<file path="config.mk">
export PLATFORM = sky130hd
export DESIGN_NAME = ask_packet_rcv
export DESIGN_NICKNAME = d
export VERILOG_FILES = /design/src/rtl/ask_packet_rcv.sv
export SDC_FILE = /design/constraint.sdc
export NUM_CORES = 1
export LEC_CHECK = 0
export ABC_AREA = 0
export CORE_MARGIN = 2
export CORE_UTILIZATION = 54
export CTS_CLUSTER_SIZE = 24
export DETAILED_ROUTE_END_ITERATION = 10
export GPL_TIMING_DRIVEN = 0
export PLACE_DENSITY = 0.76
export SKIP_CTS_REPAIR_TIMING = 1
export SLEW_MARGIN = 10
export SYNTH_ARGS = -nofsm -noshare
export SYNTH_HDL_FRONTEND = slang
export SYNTH_SLANG_ARGS = --single-unit
export TNS_END_PERCENT = 50
</file>
<file path="constraint.sdc">
create_clock -name clk -period 3.8 [get_ports clk]
set_clock_uncertainty 0.05 [all_clocks]
set_input_delay 0.38 -clock clk [delete_from_list [all_inputs] [get_ports clk]]
set_output_delay 0.38 -clock clk [all_outputs]
set_load 0.02 [all_outputs]
</file>
<file path="src/rtl/ask_packet_rcv.sv">
// ASK packet receiver: preamble phase lock, syncword framing, fixed payload.
// Define ASK_RCV_MAJORITY_EN for majority-vote symbol decisions.
module ask_packet_rcv #(
  parameter int OVERSAMPLE = 4,
  parameter int SAMPLE_POINT = 2,
  parameter int PREAMBLE_WIDTH = 32,
  parameter logic [PREAMBLE_WIDTH-1:0] PREAMBLE = 32'hF0F0F0F0,
  parameter int PREAMBLE_BORDER = 31,
  parameter int SYNCWORD_WIDTH = 8,
  parameter logic [SYNCWORD_WIDTH-1:0] SYNCWORD = 8'hE5,
  parameter int SYNCWORD_BORDER = 7,
  parameter int DATA_WIDTH = 8,
  parameter int PAYLOAD_LEN = 4,
  parameter int SYNC_TIMEOUT = 32
) (
  input  logic                          clk,
  input  logic                          reset,
  input  logic                          serialin,
  output logic                          locked,
  output logic [DATA_WIDTH-1:0]         data,
  output logic                          data_valid,
  output logic [$clog2(PAYLOAD_LEN):0]  word_index,
  output logic                          pkt_done,
  output logic                          sync_timeout
);

  localparam int PCW = $clog2(PREAMBLE_WIDTH) + 1;
  localparam int SCW = $clog2(SYNCWORD_WIDTH) + 1;
  localparam int PHW = $clog2(OVERSAMPLE);
  localparam int BCW = $clog2(DATA_WIDTH) + 1;
  localparam int WCW = $clog2(PAYLOAD_LEN) + 1;
  localparam int TCW = $clog2(SYNC_TIMEOUT) + 1;

  typedef enum logic [1:0] {
    S_IDLE,
    S_HUNT,
    S_RECV
  } state_t;

  state_t r_state, w_state_nxt;

  logic r_sync1, r_sync2, w_smp;
  logic [PREAMBLE_WIDTH-2:0] r_pre;
  logic [PREAMBLE_WIDTH-1:0] w_pre_nxt;
  logic [PCW-1:0] w_pre_cnt;
  logic r_pre_det;
  logic [PHW-1:0] r_phase;
  logic w_strobe, w_bit;
  logic [SYNCWORD_WIDTH-2:0] r_sw;
  logic [SYNCWORD_WIDTH-1:0] w_sw_nxt;
  logic [SCW-1:0] w_sw_cnt;
  logic w_sw_hit;
  logic [TCW-1:0] r_sym_cnt;
  logic [DATA_WIDTH-2:0] r_word;
  logic [DATA_WIDTH-1:0] w_word_nxt;
  logic [BCW-1:0] r_bit_cnt;
  logic [WCW-1:0] r_word_cnt;
  logic w_timeout, w_word_done, w_pkt_end;

  always_ff @(posedge clk or negedge reset) begin
    if (!reset) begin
      r_sync1 <= 1'b0;
      r_sync2 <= 1'b0;
    end else begin
      r_sync1 <= serialin;
      r_sync2 <= r_sync1;
    end
  end

  assign w_smp = r_sync2;
  assign w_pre_nxt = {r_pre, w_smp};

  always_comb begin
    w_pre_cnt = '0;
    for (int i = 0; i < PREAMBLE_WIDTH; i++)
      w_pre_cnt = w_pre_cnt + PCW'(w_pre_nxt[i] == PREAMBLE[i]);
  end

  assign w_strobe = (r_phase == PHW'(SAMPLE_POINT));

`ifdef ASK_RCV_MAJORITY_EN
  localparam int OCW = PHW + 1;
  logic [OVERSAMPLE-2:0] r_win;
  logic [OVERSAMPLE-1:0] w_win;
  logic [OCW-1:0] w_ones;

  assign w_win = {r_win, w_smp};

  always_comb begin
    w_ones = '0;
    w_bit = w_smp;
    for (int i = 0; i < OVERSAMPLE; i++)
      w_ones = w_ones + OCW'(w_win[i]);
    if (2 * int'(w_ones) > OVERSAMPLE)
      w_bit = 1'b1;
    else if (2 * int'(w_ones) < OVERSAMPLE)
      w_bit = 1'b0;
  end

  always_ff @(posedge clk or negedge reset) begin
    if (!reset) r_win <= '0;
    else        r_win <= w_win[OVERSAMPLE-2:0];
  end
`else
  assign w_bit = w_smp;
`endif

  assign w_sw_nxt = {r_sw, w_bit};
  assign w_word_nxt = {r_word, w_bit};

  always_comb begin
    w_sw_cnt = '0;
    for (int i = 0; i < SYNCWORD_WIDTH; i++)
      w_sw_cnt = w_sw_cnt + SCW'(w_sw_nxt[i] == SYNCWORD[i]);
  end

  assign w_sw_hit = (w_sw_cnt > SCW'(SYNCWORD_BORDER));

  always_comb begin
    w_state_nxt = r_state;
    w_timeout = 1'b0;
    w_word_done = 1'b0;
    w_pkt_end = 1'b0;
    unique case (r_state)
      S_IDLE: if (r_pre_det) w_state_nxt = S_HUNT;
      S_HUNT: begin
        if (w_strobe) begin
          if (w_sw_hit) begin
            w_state_nxt = S_RECV;
          end else if (r_sym_cnt == TCW'(SYNC_TIMEOUT - 1)) begin
            w_timeout = 1'b1;
            w_state_nxt = S_IDLE;
          end
        end
      end
      S_RECV: begin
        if (w_strobe && r_bit_cnt == BCW'(DATA_WIDTH - 1)) begin
          w_word_done = 1'b1;
          if (r_word_cnt == WCW'(PAYLOAD_LEN - 1)) begin
            w_pkt_end = 1'b1;
            w_state_nxt = S_IDLE;
          end
        end
      end
      default: w_state_nxt = S_IDLE;
    endcase
  end

  always_ff @(posedge clk or negedge reset) begin
    if (!reset) r_state <= S_IDLE;
    else        r_state <= w_state_nxt;
  end

  always_ff @(posedge clk or negedge reset) begin
    if (!reset) begin
      r_pre <= '0;
      r_pre_det <= 1'b0;
      r_phase <= '0;
      r_sw <= '0;
      r_sym_cnt <= '0;
      r_word <= '0;
      r_bit_cnt <= '0;
      r_word_cnt <= '0;
      data <= '0;
      word_index <= '0;
      data_valid <= 1'b0;
      pkt_done <= 1'b0;
      sync_timeout <= 1'b0;
    end else begin
      r_pre <= w_pre_nxt[PREAMBLE_WIDTH-2:0];
      r_pre_det <= (w_pre_cnt > PCW'(PREAMBLE_BORDER));
      data_valid <= w_word_done;
      pkt_done <= w_pkt_end;
      sync_timeout <= w_timeout;
      // detects realign phase except while a payload is in flight
      if (r_pre_det && r_state != S_RECV)
        r_phase <= '0;
      else if (r_phase == PHW'(OVERSAMPLE - 1))
        r_phase <= '0;
      else
        r_phase <= r_phase + PHW'(1);
      if (r_state == S_IDLE && r_pre_det) begin
        r_sw <= '0;
        r_sym_cnt <= '0;
      end else if (r_state == S_HUNT && w_strobe) begin
        r_sw <= w_sw_nxt[SYNCWORD_WIDTH-2:0];
        r_sym_cnt <= r_sym_cnt + TCW'(1);
        r_bit_cnt <= '0;
        r_word_cnt <= '0;
      end
      if (r_state == S_RECV && w_strobe) begin
        r_word <= w_word_nxt[DATA_WIDTH-2:0];
        if (w_word_done) begin
          r_bit_cnt <= '0;
          r_word_cnt <= r_word_cnt + WCW'(1);
          data <= w_word_nxt;
          word_index <= r_word_cnt;
        end else begin
          r_bit_cnt <= r_bit_cnt + BCW'(1);
        end
      end
    end
  end

  // stays high through the pkt_done cycle, drops on the next one
  assign locked = (r_state != S_IDLE) || pkt_done;

endmodule
</file>
==> results of run 1 <==
## worst max path at each step
| stage | start | to | slack (ns) | cells past startpoint |
|---|---|---|---|---|
| floorplan | r_pre[20] | r_pre_det | -0.20 | 15 |
| global placement | reset | data[5] | -0.41 | 1 |
| detailed placement | r_pre[20] | r_pre_det | -0.36 | 15 |
| CTS | r_pre[20] | r_pre_det | -0.38 | 15 |
| global route | r_pre[20] | r_pre_det | -0.50 | 15 |
| finish | r_pre[0] | r_pre_det | -0.33 | 16 |
## sequential cells by signal, indices dropped and copies added, names as in the netlist, 3 cells and up
name        cells
r_sym_cnt       6
r_pre          31
data            8
r_bit_cnt       4
r_word_cnt      3
r_word          7
r_sw            7
word_index      3
## kinds of logic after synthesis
family / synth area share, %
AOI/OAI and AO/OA: 4.84
xor gates and xnor gates: 0.716
adders and majority gates: 19.0
buffers and inverters: 7.26
DFF: 53.9
muxes: 3.92
and+or+nand+nor: 10.4
## layer usage
metal,wire length [µm],track usage [%],vias up
met5,0,0,-
met3,152,3.14,14
li1,-,-,965
met4,157,9.80,0
met2,2730,27.4,31
met1,2630,25.4,1072
## cell usage in the layout (no fill, tap or decap), drive strengths merged, types with 2 or more instances in the layout
| cell type | count |
|---|---|
| nand2b | 3 |
| clkdlybuf4s50 | 16 |
| xor2 | 2 |
| clkbuf | 10 |
| clkinvlp | 2 |
| nor3b | 2 |
| bufinv | 2 |
| nand3 | 2 |
| nand2 | 36 |
| ha | 14 |
| fa | 26 |
| and3b | 3 |
| o21ai | 14 |
| nand3b | 2 |
| nor2 | 10 |
| buf | 8 |
| dfrtp | 79 |
| mux2 | 11 |
| a22o | 7 |
| or3 | 2 |
| inv | 56 |
| a21oi | 2 |
| mux2i | 2 |
## Yosys cell counts (all sizes together)
library cell,instances
ha,14
nor3,1
and3b,3
a22o,7
nand3b,2
nand4,1
a31oi,1
nor3b,2
o21bai,1
or2,1
nor2b,1
and2,1
o31ai,1
nor2,10
nand2b,3
and3,1
mux2,11
xor2,2
xnor2,1
a21boi,1
dfrtp,79
nand2,36
a211oi,1
fa,26
or3,2
mux2i,2
inv,55
buf,6
a21oi,2
nand3,2
o21ai,14
nand4b,1
## power groups by stage
stage	logic, mW	clock network (mW)	registers, mW
detailed placement	0.660	0	0.946
CTS	0.676	0.717	0.930
finish	0.665	0.694	0.929
global route	0.805	0.750	0.937
floorplan	0.508	0	0.935
global placement	0.637	0	0.944
## layout make-up
cell class,instances,area share (%)
sequential,79,46.9
multi-input combinational,151,34.0
inverter,55,4.90
timing repair buffer,19,4.87
clock buffer,10,3.27
tap,80,2.38
clock inverter,6,2.20
buffer,6,1.43
## critical path, delay by kind of cell, from the launching register on
kind / cells / cell delay [ns]
adder cells (fa/ha/maj): 7 / 3.06
flip-flops: 1 / 0.35
buffers and inverters: 5 / 0.29
AO/OA/AOI/OAI: 2 / 0.20
AND/OR/NAND/NOR: 2 / 0.11
==> summary.md, run 1 <==
| Metric | Value |
|---|---|
| Drt drc | `0` |
| Port bufs | `17` |
| Max Cap Viol | `0` |
| Width of the die | `roughly 86 µm` |
| Failing checks | `negative setup slack` |
| RSZ-0062 raised after global routing | `yes` |
| R2r worst-path depth | `16` |
| CP Launch Type | `flip-flop` |
| CP max FO | `2` |
| Leak Pwr | `between 2 and 2.5 nW` |
| Max IR drop VDD | `around 0.00034 V` |
| Data arrival, critical path | `roughly 4.3 ns` |
| Core Box Area | `~6700 µm²` |
| Cells along the critical path | `inv_1, fa_1, fa_2, inv_1, fa_1, inv_1, fa_1, fa_1, inv_1, fa_1, inv_1, ha_1, nand2_1, nor2_1, o21ai_1, a21oi_1` |
| CTS tree | `built` |
| Worst setup EP type | `flip-flop` |
| Area after DPL | `between 3000 and 4000 µm²` |
| Total grt overflow | `0` |
| Max clock buf depth | `2` |
| Kind of critical path | `reg2reg` |
| Clock Power Share | `between 30 and 40%` |
| Setup violations, final | `1` |
| Initial drt markers | `157` |
| Root Driver | `clkbuf_8` |
| Clock transition at path regs | `around 0.080 ns` |
| # IOs | `18` |
| Hold Path Depth | `0` |
| Placed cells | `about 390` |
| Die height | `86.4 µm` |
| Place WS | `-0.359 ns` |
| Max-slew violation count | `0` |
| Worst r2r src | `r_pre[0]` |
| Drt total wl | `around 5.7 mm` |
| Area of the multi-input gates | `roughly 1400 µm²` |
| Area growth syn-to-layout | `14.8%` |
| Mapped Area | `between 3000 and 4000 µm²` |
| ANT cells | `0` |
| Row Count | `30` |
| Run status | `complete, but fails checks` |
| Worst hold slack | `0.303 ns` |
| Vias in the first global route | `between 2000 and 2500` |
| Syn nets | `~330` |
| Tcrit/Tclk final | `109%` |
| 1st-pass router iterations | `4` |
| Final core utilization | `roughly 63%` |
| Synth area leader | `dfrtp_1` |
| Share of cells above drive strength 1 | `between 10% and 20%` |
| First-pass GRT wire length | `between 10 and 15 mm` |
| Fin. Hold Viols | `0` |
| Mean Syn Cell Area | `12.6 µm²` |
| GRT Total Usage | `approximately 18%` |
| Gate power share | `29.1%` |
| Setup TNS | `-0.335 ns` |
| DIE AREA | `~7500 µm²` |
| H-tree levels | `3` |
| Nets | `approximately 360` |
| Fill cells | `500` |
| Psw | `707 µW` |
| P_int | `roughly 1.6 mW` |
| CTS sink count | `a little under 80` |
| CP max stage delay | `about 0.56 ns` |
| P per Cell Area | `between 500 and 600 nW/µm²` |
| Worst skew pair latency | `about 0.35 ns` |
| Antenna viol nets, final | `0` |
| Worst hold start | `r_sync1` |
| Post-route cell area | `~4200 µm²` |
| Cts bufs inserted | `9` |
| Hpwl dp | `4.14 mm` |
| Sw Share | `30.9%` |
| Sequential share of the synthesized area | `~54%` |
| F_max | `242 MHz` |
| Hold endpoint | `r_sync2` |
| Worst hold-check path type | `reg2reg` |
| Worst Tran Pin Value | `0.389 ns` |
| Final WS setup | `-0.335 ns` |
| Final weighted congestion in routability-driven placement | `a little under 0.8` |
| Vias/cell | `slightly above 5` |
| Req. time, crit path | `3.98 ns` |
| Initial antenna violation count | `0` |
| Minimum clock period | `slightly above 4 ns` |
| Largest net degree at the start of global routing | `53` |
| Flop pwr share | `around 41%` |
| Post-synth cell types | `40` |
| Reg-to-reg endpoint | `r_pre_det` |
| Final Total Pwr | `~2.3 mW` |
| Starting density of the core | `54.9%` |
| Synth Instances | `291` |
| Crit path max-delay cell type | `fa_2` |
| FF-to-FF setup slack | `-0.33 ns` |
| Final routed wire length divided by cell count | `about 14 µm` |
| Layout Cells excl Fill | `around 410` |
| Area share of the largest cell type after synthesis | `a little over half` |
| Total number of vias | `2082` |
| #FFs+latches synth | `79` |
| Relative slew slack | `~74%` |
| Ys Warns | `0` |
| Register area | `roughly 2000 µm²` |
| Synth top area cells | `dfrtp_1 54%, fa_1 14%, inv_1 5.6%` |
Power figures use the tool's default switching activity.
==> run 2: changes to the inputs <==
CAP_MARGIN = 20   (was not set)
CTS_BUF_LIST = sky130_fd_sc_hd__clkbuf_4   (was not set)
==> run 2 against run 1 <==
The flow still finishes with violations (negative setup slack). Combinational power shrank 0.9%. Critical path depth shrank 1. Largest cell class unchanged. Via count shrank 1.0%. Maximum frequency shrank 0.43%. Register-to-register slack lost 0.02 ns.
==> summary.md, run 2 (synthesis results as in run 1) <==
| Metric | Value |
|---|---|
| Share of cells above drive strength 1 | `13.5% (-0.61 points)` |
| First-pass GRT wire length | `10.2 mm (+0.75%)` |
| Worst skew pair latency | `0.41 ns (+0.06 ns)` |
| Most frequent cells in the layout | `79 x dfrtp_1, 53 x inv_1, 36 x nand2_1, 23 x fa_1, 16 x clkdlybuf4s50_1` |
| Top Registers | `r_pre x31, data x8` |
| Antenna viol nets, final | `0 (unchanged)` |
| R2r worst-path depth | `15 (-1)` |
| CP startpoint | `r_pre[20]` |
| Nets | `364 (unchanged)` |
| Top reg by flops | `r_pre` |
| # IOs | `18 (unchanged)` |
| Req. time, crit path | `4.09 ns (+0.11 ns)` |
| Initial antenna violation count | `0 (unchanged)` |
| Worst path most repeated cell | `fa_1` |
| Worst setup EP type | `flip-flop` |
| Run status | `complete, but fails checks` |
| Worst r2r src | `r_pre[20]` |
| Hpwl dp | `4.14 mm (unchanged)` |
| Max-slew violation count | `0 (unchanged)` |
| Largest net degree at the start of global routing | `53 (unchanged)` |
| Total grt overflow | `0 (unchanged)` |
| Most common cell after layout, fill and taps aside | `dfrtp_1` |
| Failing checks | `negative setup slack` |
| Minimum clock period | `4.15 ns (+0.0180 ns)` |
| CP max FO | `2 (unchanged)` |
| Final core utilization | `62.1% (-0.99 points)` |
| Max Cap Viol | `0 (unchanged)` |
| Fin. Hold Viols | `0 (unchanged)` |
| Leak Pwr | `2.16 nW (-1.3%)` |
| Area growth syn-to-layout | `13.0%` |
| Initial drt markers | `100 (-36%)` |
| GRT Total Usage | `18.2% (+0.058 points)` |
| Max clock buf depth | `2 (unchanged)` |
| Vias/cell | `5.08 (-1.0%)` |
| DIE AREA | `7470 µm² (unchanged)` |
| Width of the die | `86.4 µm (unchanged)` |
| Root Driver | `clkbuf_4` |
| Setup violations, final | `1 (unchanged)` |
| Row Count | `30 (unchanged)` |
| CTS tree | `built` |
| Drt drc | `0 (unchanged)` |
| Die height | `86.4 µm (unchanged)` |
| H-tree levels | `3 (unchanged)` |
| Max IR drop VDD | `0.000338 V (+0.67%)` |
| Clock transition at path regs | `0.12 ns (+0.04 ns)` |
| P per Cell Area | `517 nW/µm² (-4.8%)` |
| Cells along the critical path | `inv_1, fa_1, inv_2, fa_2, fa_1, fa_1, fa_1, inv_1, fa_1, inv_1, ha_1, nand2_1, nor2_1, o21ai_1, a21oi_1` |
| Max reg flops | `31 (unchanged)` |
| Worst hold-check path type | `reg2reg` |
| Length of routed met2 wiring | `2.69 mm (-1.6%)` |
| Port bufs | `17 (unchanged)` |
| Total number of vias | `2061 (-1.0%)` |
| Tcrit/Tclk final | `109% (+0.47 points)` |
| Kind of critical path | `reg2reg` |
| Final WS setup | `-0.353 ns (-0.0180 ns)` |
| Cts bufs inserted | `9 (unchanged)` |
| 1st-pass router iterations | `5 (+1)` |
| F_max | `241 MHz (-0.43%)` |
| Vias in the first global route | `2219 (-0.045%)` |
| Worst hold start | `r_sync1` |
| Drt total wl | `5.64 mm (-0.49%)` |
| Core Box Area | `6680 µm² (unchanged)` |
| CTS sink count | `79 (unchanged)` |
| Final weighted congestion in routability-driven placement | `0.769 (unchanged)` |
| Place WS | `-0.359 ns (unchanged)` |
| CP Launch Type | `flip-flop` |
| Worst Tran Pin Value | `0.389 ns (+0.0000796 ns)` |
| Starting density of the core | `54.9% (unchanged)` |
| Final routed wire length divided by cell count | `13.9 µm (-0.49%)` |
| ANT cells | `0 (unchanged)` |
| Data arrival, critical path | `4.45 ns (+0.14 ns)` |
| Relative slew slack | `73.8% (about the same)` |
| Crit path max-delay cell type | `fa_1` |
| Met1 wire length | `2.71 mm (+3.1%)` |
| Highest Signal Layer | `met4` |
| RSZ-0062 raised after global routing | `yes` |
| Hold Path Depth | `0 (unchanged)` |
| CP max stage delay | `0.54 ns (-0.02 ns)` |
| Routed wl met3 | `128 µm (-16%)` |
[run 2: where the power goes]
part / switching [mW] / leakage [nW] / internal (mW) / total, mW
Sequential: 0.0379 / 1.02 / 0.891 / 0.929
Combinational: 0.362 / 1.06 / 0.297 / 0.659
Clock: 0.287 / 0.0802 / 0.268 / 0.554
Total: 0.686 / 2.16 / 1.46 / 2.14
[run 2: area by class of cell]
| cell class | instances | area [µm²] |
|---|---|---|
| clock inverters | 7 | 96.3 |
| plain buffers | 6 | 60.1 |
| fillers | 513 | 2530 |
| flip-flops and latches | 79 | 1980 |
| repair buffers | 19 | 205 |
| multi-input cells | 151 | 1430 |
| inverters | 55 | 206 |
| well taps | 80 | 100 |
| clock buffers | 9 | 67.6 |
[run 2: metal layers]
layer,up-vias,GRT usage [%]
li1,973,-
met1,1048,26.2
met2,29,27.0
met3,11,3.71
met4,0,8.52
met5,-,0
[run 2: worst max-delay path, delay by kind of cell, from the launching register on]
kind / cells / cell delay, ns
flip-flops: 1 / 0.36
buffers and inverters: 4 / 0.20
AO/OA/AOI/OAI: 2 / 0.21
adder cells (fa/ha/maj): 7 / 3.13
AND/OR/NAND/NOR: 2 / 0.14
[run 2: per-stage QoR]
step | setup TNS [ns] | instances | power, mW | hold WS [ns] | cell area [µm²]
2_1_floorplan | -0.201 | 291 | 1.44 | 0.0344 | 3670
3_3_place_gp | -32.46 | 388 | 1.58 | 0.283 | 3950
3_5_place_dp | -0.359 | 389 | 1.61 | 0.279 | 3970
4_1_cts | -0.385 | 405 | 2.18 | -0.201 | 4130
5_1_grt | -0.514 | 406 | 2.35 | 0.328 | 4150
6_report | -0.353 | 406 | 2.14 | 0.313 | 4150
[run 2: path summary, 6_finish.rpt]
check | endpoint | slack (ns)
min | r_sync2 | 0.31
min reg2reg | r_sync2 | 0.31
max | r_pre_det | -0.35
max in group asynchronous | data[6] | 2.77
min in group asynchronous | r_pre[27] | 0.37
max reg2reg | r_pre_det | -0.35
==> run 3: changes to the inputs <==
SKIP_LAST_GASP = 1   (was not set)
==> results of run 3 <==
Final layout, timing and power as in run 2 (identical DEF).
